**src/rtl/mem_stage_if_if.sv**
```systemverilog
// Bus between the memory-stage sequencer (master) and mem_system (slave).
interface mem_stage_if_if;
    logic [15:0] Addr;
    logic [15:0] DataIn;
    logic        Rd;
    logic        Wr;
    logic [15:0] DataOut;
    logic        Done;
    logic        Stall;
    logic        CacheHit;
    logic        err;

    modport master (
        output Addr, DataIn, Rd, Wr,
        input  DataOut, Done, Stall, CacheHit, err
    );

    modport slave (
        input  Addr, DataIn, Rd, Wr,
        output DataOut, Done, Stall, CacheHit, err
    );
endinterface

```
**src/rtl/mem_stage_if.sv**
```systemverilog
// mem_stage_if: holds one pipeline load/store stable on the mem_system bus until Done.
// Optional access/hit statistics are built only when MEM_IF_STATS_EN is defined.
module mem_stage_if #(
    parameter int TIMEOUT = 64
) (
    input  logic           clk,
    input  logic           rst,
    input  logic           req_valid,
    input  logic           req_wr,
    input  logic [15:0]    req_addr,
    input  logic [15:0]    req_wdata,
    output logic           proc_stall,
    output logic [15:0]    rd_data,
    output logic           rd_valid,
    output logic           req_err,
    mem_stage_if_if.master mem,
    output logic [15:0]    acc_count,
    output logic [15:0]    hit_count
);
    typedef enum logic [1:0] {S_IDLE, S_BUSY, S_RESP, S_FAULT} state_t;

    localparam logic [7:0] TLAST = 8'(TIMEOUT - 1);

    state_t      r_state;
    logic        r_rd;
    logic        r_wr;
    logic        r_held_wr;
    logic        r_rd_valid;
    logic        r_req_err;
    logic [15:0] r_addr;
    logic [15:0] r_wdata;
    logic [15:0] r_rd_data;
    logic [7:0]  r_tcnt;

    logic w_accepting;
    logic w_req_ok;
    logic w_req_bad;
    logic w_done_ok;
    logic w_unused;

    // Gating with rst keeps proc_stall low while reset is held, even with req_valid up.
    assign w_accepting = ((r_state == S_IDLE) || (r_state == S_RESP)) && !rst;
    assign w_req_ok    = w_accepting && req_valid && !req_addr[0];
    assign w_req_bad   = w_accepting && req_valid && req_addr[0];
    assign w_done_ok   = (r_state == S_BUSY) && mem.Done && !mem.err;
    assign proc_stall  = w_req_ok || (r_state == S_BUSY) || (r_state == S_FAULT);

    always_ff @(posedge clk or posedge rst) begin
        if (rst) begin
            r_state    <= S_IDLE;
            r_rd       <= 1'b0;
            r_wr       <= 1'b0;
            r_held_wr  <= 1'b0;
            r_rd_valid <= 1'b0;
            r_req_err  <= 1'b0;
            r_addr     <= '0;
            r_wdata    <= '0;
            r_rd_data  <= '0;
            r_tcnt     <= '0;
        end else begin
            r_rd_valid <= 1'b0;
            r_req_err  <= 1'b0;
            case (r_state)
                S_IDLE, S_RESP: begin
                    if (w_req_ok) begin
                        r_addr    <= req_addr;
                        r_wdata   <= req_wdata;
                        r_held_wr <= req_wr;
                        r_rd      <= !req_wr;
                        r_wr      <= req_wr;
                        r_tcnt    <= '0;
                        r_state   <= S_BUSY;
                    end else if (w_req_bad) begin
                        r_req_err <= 1'b1;
                        r_state   <= S_FAULT;
                    end else begin
                        r_state   <= S_IDLE;
                    end
                end
                S_BUSY: begin
                    // err outranks Done; Done in the last budgeted cycle still completes.
                    if (mem.err) begin
                        r_rd      <= 1'b0;
                        r_wr      <= 1'b0;
                        r_req_err <= 1'b1;
                        r_state   <= S_FAULT;
                    end else if (mem.Done) begin
                        if (!r_held_wr) begin
                            r_rd_data <= mem.DataOut;
                        end
                        r_rd_valid <= !r_held_wr;
                        r_rd       <= 1'b0;
                        r_wr       <= 1'b0;
                        r_state    <= S_RESP;
                    end else if (r_tcnt == TLAST) begin
                        r_rd      <= 1'b0;
                        r_wr      <= 1'b0;
                        r_req_err <= 1'b1;
                        r_state   <= S_FAULT;
                    end else begin
                        r_tcnt    <= r_tcnt + 8'd1;
                    end
                end
                default: begin
                    r_state <= S_IDLE;
                end
            endcase
        end
    end

    assign mem.Rd     = r_rd;
    assign mem.Wr     = r_wr;
    assign mem.Addr   = r_addr;
    assign mem.DataIn = r_wdata;
    assign rd_data    = r_rd_data;
    assign rd_valid   = r_rd_valid;
    assign req_err    = r_req_err;

`ifdef MEM_IF_STATS_EN
    logic [15:0] r_acc_count;
    logic [15:0] r_hit_count;

    always_ff @(posedge clk or posedge rst) begin
        if (rst) begin
            r_acc_count <= '0;
            r_hit_count <= '0;
        end else if (w_done_ok) begin
            if (r_acc_count != 16'hFFFF) begin
                r_acc_count <= r_acc_count + 16'd1;
            end
            if (mem.CacheHit && (r_hit_count != 16'hFFFF)) begin
                r_hit_count <= r_hit_count + 16'd1;
            end
        end
    end

    assign acc_count = r_acc_count;
    assign hit_count = r_hit_count;
    assign w_unused  = mem.Stall;
`else
    assign acc_count = 16'h0000;
    assign hit_count = 16'h0000;
    assign w_unused  = mem.Stall ^ mem.CacheHit ^ w_done_ok;
`endif

endmodule

```
**src/flat_wrapper.sv**
```systemverilog
// flat-port wrapper written by rule: the top's interface ports become plain ports
module mem_stage_if_flat 
#(
    parameter int TIMEOUT = 64
)
  (clk, rst, req_valid, req_wr, req_addr, req_wdata, proc_stall, rd_data, rd_valid, req_err, acc_count, hit_count, mem_Addr, mem_DataIn, mem_Rd, mem_Wr, mem_DataOut, mem_Done, mem_Stall, mem_CacheHit, mem_err);
  mem_stage_if_if mem_i ();
  input  logic clk;
  input  logic rst;
  input  logic req_valid;
  input  logic req_wr;
  input  logic [15:0] req_addr;
  input  logic [15:0] req_wdata;
  output logic proc_stall;
  output logic [15:0] rd_data;
  output logic rd_valid;
  output logic req_err;
  output logic [15:0] acc_count;
  output logic [15:0] hit_count;
  output wire logic [$bits(mem_i.Addr)-1:0] mem_Addr;
  output wire logic [$bits(mem_i.DataIn)-1:0] mem_DataIn;
  output wire logic [$bits(mem_i.Rd)-1:0] mem_Rd;
  output wire logic [$bits(mem_i.Wr)-1:0] mem_Wr;
  input wire logic [$bits(mem_i.DataOut)-1:0] mem_DataOut;
  input wire logic [$bits(mem_i.Done)-1:0] mem_Done;
  input wire logic [$bits(mem_i.Stall)-1:0] mem_Stall;
  input wire logic [$bits(mem_i.CacheHit)-1:0] mem_CacheHit;
  input wire logic [$bits(mem_i.err)-1:0] mem_err;
  assign mem_Addr = mem_i.Addr;
  assign mem_DataIn = mem_i.DataIn;
  assign mem_Rd = mem_i.Rd;
  assign mem_Wr = mem_i.Wr;
  assign mem_i.DataOut = mem_DataOut;
  assign mem_i.Done = mem_Done;
  assign mem_i.Stall = mem_Stall;
  assign mem_i.CacheHit = mem_CacheHit;
  assign mem_i.err = mem_err;
  mem_stage_if #(.TIMEOUT(TIMEOUT)) u_core (.clk(clk), .rst(rst), .req_valid(req_valid), .req_wr(req_wr), .req_addr(req_addr), .req_wdata(req_wdata), .proc_stall(proc_stall), .rd_data(rd_data), .rd_valid(rd_valid), .req_err(req_err), .mem(mem_i), .acc_count(acc_count), .hit_count(hit_count));
endmodule
```
**config.mk**
```make
export PLATFORM = sky130hd
export DESIGN_NAME = mem_stage_if_flat
export DESIGN_NICKNAME = d
export VERILOG_FILES = /design/src/rtl/mem_stage_if_if.sv /design/src/rtl/mem_stage_if.sv /design/src/flat_wrapper.sv
export SDC_FILE = /design/constraint.sdc
export NUM_CORES = 1
export LEC_CHECK = 0
export BUFFER_PORTS_ARGS = -buffer_cell sky130_fd_sc_hd__buf_2
export CAP_MARGIN = 0
export CORE_MARGIN = 2
export CORE_UTILIZATION = 46
export DETAILED_ROUTE_END_ITERATION = 10
export GPL_TIMING_DRIVEN = 0
export PLACE_DENSITY_LB_ADDON = 0.05
export SLEW_MARGIN = 20
export SYNTH_ARGS = -nofsm -noshare
export SYNTH_HDL_FRONTEND = slang
export SYNTH_SLANG_ARGS = --single-unit
```
**constraint.sdc**
```tcl
create_clock -name clk -period 2 [get_ports clk]
set_input_delay 0.2 -clock clk [delete_from_list [all_inputs] [get_ports clk]]
set_output_delay 0.2 -clock clk [all_outputs]
set_load 0.1 [all_outputs]
```
=== Word-level counts from Yosys, hierarchy flattened ===
Cells that the tools add are included.

* Add/subtract/negate cells: 1
* Eq/ne operators: 9
* Mux-type cells: 27
* Bitwise operators: 2
* Reductions and logical operators: 18

{| class="wikitable"
|+ Operators by type and width
! cell !! number
|-
| 8-bit two-way mux || 4
|-
| 8-bit case mux with 2 select lines || 1
|-
| 1-bit two-way mux || 13
|-
| 2-bit two-way mux || 5
|-
| 8-bit by 1-bit adder with 8-bit output, second input constant || 1
|-
| 8-bit by 6-bit equality test with 1-bit output, second input constant || 1
|-
| 2-bit inequality test, second input constant || 3
|-
| 1-bit case mux with 2 select lines || 3
|-
| 5-bit AND reduction || 1
|-
| 2-bit equality test, second input constant || 2
|-
| 1-bit logical AND || 4
|-
| 1-bit logical NOT || 4
|-
| 4-bit inequality test, second input constant || 1
|-
| 2-bit case mux with 2 select lines || 1
|-
| 4-bit AND reduction || 1
|-
| 1-bit logical OR || 3
|-
| 3-bit AND reduction || 1
|-
| 2-bit by 1-bit equality test with 1-bit output, second input constant || 1
|-
| 2-bit logical NOT || 1
|-
| 2-bit by 1-bit inequality test with 1-bit output, second input constant || 1
|-
| 1-bit NOT || 2
|-
| 2-bit AND reduction || 1
|-
| 2-bit nonzero test || 1
|-
| 2-bit OR reduction || 1
|}

* Bits in registers: 63
* Input port bits: 56
* Output and inout bits: 85
* Logic and storage cells: 67

=== Longest topological paths before layout ===
* Depth in word-level cells: 8
* Gate-level depth with buffers: 5
* Depth with buffers taken out: 5

=== Worst setup path before layout ===
No wires, ideal clock.

* Kind: register -> output
* From: register u_core.r_state[0]
* To: output proc_stall
* Arrival: 1.612 ns
* Required time: 1.800 ns
* Setup slack: 0.188 ns
* Cell stages (with the launch flop): 5
* Buffers on the path: 2
* Path through: dfrtp_1 nor4b_2 buf_2 buf_4 or2_2

* Cells in the longest elaborated chain, start to end: 7
* Elaborated cells between the ends (all ways): 10
* Classes of those cells: eq/ne (3); reduce/logical (7)

{| class="wikitable"
|+ Ends and longest elaborated chain
! element !! line !! text
|-
| from (decl) || mem_stage_if.sv:24 || <nowiki>state_t r_state;</nowiki>
|-
| from (signal assigned) || mem_stage_if.sv:50 || <nowiki>r_state <= S_IDLE;</nowiki>
|-
| from (signal assigned) || mem_stage_if.sv:72 || <nowiki>r_state <= S_BUSY;</nowiki>
|-
| from (signal assigned) || mem_stage_if.sv:75 || <nowiki>r_state <= S_FAULT;</nowiki>
|-
| 2-bit equality test / 2-bit logical NOT (equally long branches) || mem_stage_if.sv:42 || <nowiki>assign w_accepting = ((r_state == S_IDLE) || (r_state == S_RESP)) && !rst;</nowiki>
|-
| 1-bit logical OR || mem_stage_if.sv:42 ||
|-
| 1-bit logical AND || mem_stage_if.sv:42 ||
|-
| 1-bit logical AND (2 in series) || mem_stage_if.sv:43 || <nowiki>assign w_req_ok = w_accepting && req_valid && !req_addr[0];</nowiki>
|-
| 1-bit logical OR || mem_stage_if.sv:46 || <nowiki>assign proc_stall = w_req_ok || (r_state == S_BUSY) || (r_state == S_FAULT);</nowiki>
|-
| 1-bit logical OR * || mem_stage_if.sv:46 ||
|-
| to (decl) || flat_wrapper.sv:14 || <nowiki>output logic proc_stall;</nowiki>
|}

Every way passes the cells marked *; elsewhere a longest branch is shown, timed or not.

=== Final worst setup path ===
* From: register u_core.r_state[0]
* To: register u_core.r_addr[5] (netlist: u_core.mem.Addr[5])

* Cells in the longest elaborated chain, start to end: 6
* Elaborated cells between the ends (all ways): 8
* Classes of those cells: eq/ne (1); reduce/logical (7)

{| class="wikitable"
|+ Ends and longest elaborated chain
! element !! line !! text
|-
| 2-bit equality test / 2-bit logical NOT (equally long branches) || mem_stage_if.sv:42, mem_stage_if.sv:63 ||
|-
| 1-bit logical OR || mem_stage_if.sv:42 ||
|-
| 1-bit logical AND || mem_stage_if.sv:42 ||
|-
| 1-bit logical AND (2 in series) || mem_stage_if.sv:43 ||
|-
| 2-bit AND reduction (no source line) * || n/a ||
|-
| to (signal assigned) || mem_stage_if.sv:66 || <nowiki>r_addr <= req_addr;</nowiki>
|-
| to (decl) || mem_stage_if.sv:30 || <nowiki>logic [15:0] r_addr;</nowiki>
|}

Marks and branches as above.
A chain may end at the register's enable or synchronous reset.

==> results.md <==
- Seq/Total Area, Yosys: 55.4%
- TritonCTS buffer count: 9
- Rel. slew slack: 60.3%
- Antenna viol nets, final: 0
- Fin worst setup slack: 0.159 ns
- #FFs+latches synth: 63
- Syn Inst Count: 207
- Largest net degree at the start of global routing: 54
- CTS tree: done
- Worst flop-to-flop path endpoint: u_core.mem.Addr[5]$_DFFE_PP0P_
- Syn Area/Cell: 13.8 µm²
- First-pass GRT wire length: 8680 µm
- Clock Pin Slew Worst Setup and Hold Paths: 0.07 ns
- Setup CP Type: reg2reg
- Commonest non-fill, non-tap cell in the layout: buf_2
- # DRC: 0
- 1st-pass router iterations: 5
- WP data required: 2.22 ns
- Fraction of layout instances using a drive strength above 1: 60.7%
- Synth unique cells: 40
- Layout Skew: 0.00580 ns
- Vias in the first global route: 1843
- Largest cells by area after synthesis: dfrtp_1 55%, mux2_2 16%, buf_4 9.2%
- Worst Reg-to-Reg Cells: 5
- Hold Crit Class: in2reg
- Clock Path Buffers: 2
- Max Fclk: 543 MHz
- Die X: 82.7 µm
- Drt wl/cell: 13.5 µm
- Via density: 4.59
- # nets final: 416
- Total Wirelength: 5920 µm
- Final Cycle Share: 92.0%
- Placed instance area: 0.00362 mm²
- Critical Path Max Stage Delay: 0.43 ns
- Starting DRC count in detailed routing: 74
- Root Driver: clkbuf_8
- Most frequent cells in the layout: 105 x buf_2, 62 x dfrtp_1, 40 x mux2_2
- Crit-path slowest cell: dfrtp_2
- Worst Path Max Fanout: 11
- Num ports: 141
- Pins Over Slew Limit: 0
- WHS: 0.0911 ns
- Area Overhead vs Synth: 36.9%
- Post-synth EDFFs: 0
- Startpoint Class: flop
- Ant diodes: 0
- Unrepaired setup endpoints after global routing: false
- GPL Wtd Cong: 0.835
- Worst slew pin tran: 0.591 ns
- Worst EP arrival: 2.06 ns
- Fillers: 463
- Gr ovfl total: 0
- Vias: 2016
- Crit path time final: 1.84 ns
- Ys async rst share: 100%
- Initial antenna violation count: 0
- Max Cap Violations: 0
- Critical Path, Cell by Cell: nor4b_4 > buf_6 > buf_4 > buf_4 > mux2_2
- End point of the worst hold path: u_core.mem.DataIn[10]$_DFFE_PP0P_
- H-tree Lvls: 3
- Crit path top cell by count: buf_4
- Port Buf Inserts: 106
- Final HPWL DP: 4360 µm
- Cell Count, Final, Fillers Out: 439
- WP buf/inv: 3
- GRT Overall Usage: 17.5%
- Clock latency at the later pin of the worst-skew pair: 0.34 ns
- Clock sink count: 63
- Hold depth: 2
- Yosys synthesis warning count: 0
- Yosys top cell by area: dfrtp_1
- Design area: 0.00390 mm²
- Ys flop type: dfrtp_1
- Starting Density: 47.8%
- Row cnt: 28
- DIE AREA: 0.00684 mm²
- Hold Vio Cnt, Final: 0
- Hold Crit Start: req_wdata[10]
- Core footprint: 0.00596 mm²
- Netlist Area Pre-Place: 0.00285 mm²
- DIE HEIGHT: 82.7 µm
- FF-to-FF Start: u_core.r_state[0]$_DFFE_PP0P_
- Reg-to-reg slack, setup: 0.16 ns
- Critical Path End Type: flop
- Final count of negative-setup-slack endpoints: 0
- Top cell type's share of synthesized area: 55.4%
- Status: finished, final reports clean
- Delay-heaviest family, CP: buffers and inverters
- Pre-CTS setup slack: -0.151 ns
- Dpl cells: 420
-- registers in the layout, indices dropped and copies added, names as in the netlist --
name / flops
u_core.mem.Addr: 16
u_core.mem.DataIn: 16
u_core.rd_data: 16
u_core.r_tcnt: 8
u_core.r_state: 2
u_core.mem.Rd: 1
u_core.mem.Wr: 1
u_core.r_held_wr: 1
u_core.rd_valid: 1
u_core.req_err: 1
-- metrics by stage --
step | util, % | TNS [ns]
6_report | 65.5 | 0
5_1_grt | 65.5 | 0
4_1_cts | 65.4 | 0
3_5_place_dp | 60.8 | -0.151
3_3_place_gp | 60.3 | -40.04
2_1_floorplan | - | 0
-- cells in the mapped netlist, types with 2 or more instances --
master   count
mux2_2      40
a22o_1       4
nand2_1      8
nor2b_1      2
and3_1       2
a21oi_1      3
mux2_4       9
dfrtp_1     63
xnor2_1      2
buf_4       35
o41ai_1      2
nor2_1       3
inv_1        3
o21ai_0      5
-- cell families after synthesis --
kind of cell,after synthesis,synth area share (%)
fa+ha+maj,1,0.439
simple gates,29,7.16
other cells,1,0.132
flops,63,55.4
buf+inv,41,10.3
compound gates,19,4.75
mux,50,20.9
xor+xnor,3,0.923
-- per-layer routing --
metal	part of all wire, %	GRT usage (%)	vias up
met4	2.1	7.38	0
met2	48	29.1	97
met5	0	0	-
met3	8.9	5.87	10
met1	41	20.6	940
li1	-	-	969
-- worst max path at each step --
stage	from	endpoint	slack, ns	depth (start not counted)
detailed placement	u_core.r_state[0]$_DFFE_PP0P_	proc_stall	-0.15	5
finish	u_core.r_state[0]$_DFFE_PP0P_	u_core.mem.Addr[5]$_DFFE_PP0P_	0.16	5
global route	u_core.r_state[0]$_DFFE_PP0P_	u_core.mem.Addr[5]$_DFFE_PP0P_	0.05	5
global placement	rst	u_core.rd_data[0]$_DFFE_PP0P_	-0.64	2
floorplan	u_core.r_state[0]$_DFFE_PP0P_	proc_stall	0.19	4
CTS	u_core.r_state[0]$_DFFE_PP0P_	proc_stall	0.01	5
-- cell type report --
cell class	instances	area, µm²	share of cell area [%]
inverters	4	17.5	0.449
multi-input cells	134	1100	28.3
clock inverters	3	65.1	1.67
plain buffers	36	278	7.12
flip-flops and latches	63	1580	40.5
clock buffers	13	159	4.08
repair buffers	111	606	15.5
well taps	75	93.8	2.41
-- timing repair --
action	CTS	global route
hold buffers	1	0
gates resized for setup	6	2
cloned	0	0
endpoints found under the setup margin	1	1
endpoints found under the hold margin	10	0
pin swaps	1	1
setup buffers	2	1
Power is not shown: default switching activity piles up to over one toggle a cycle in this logic, so the estimate is an artifact.
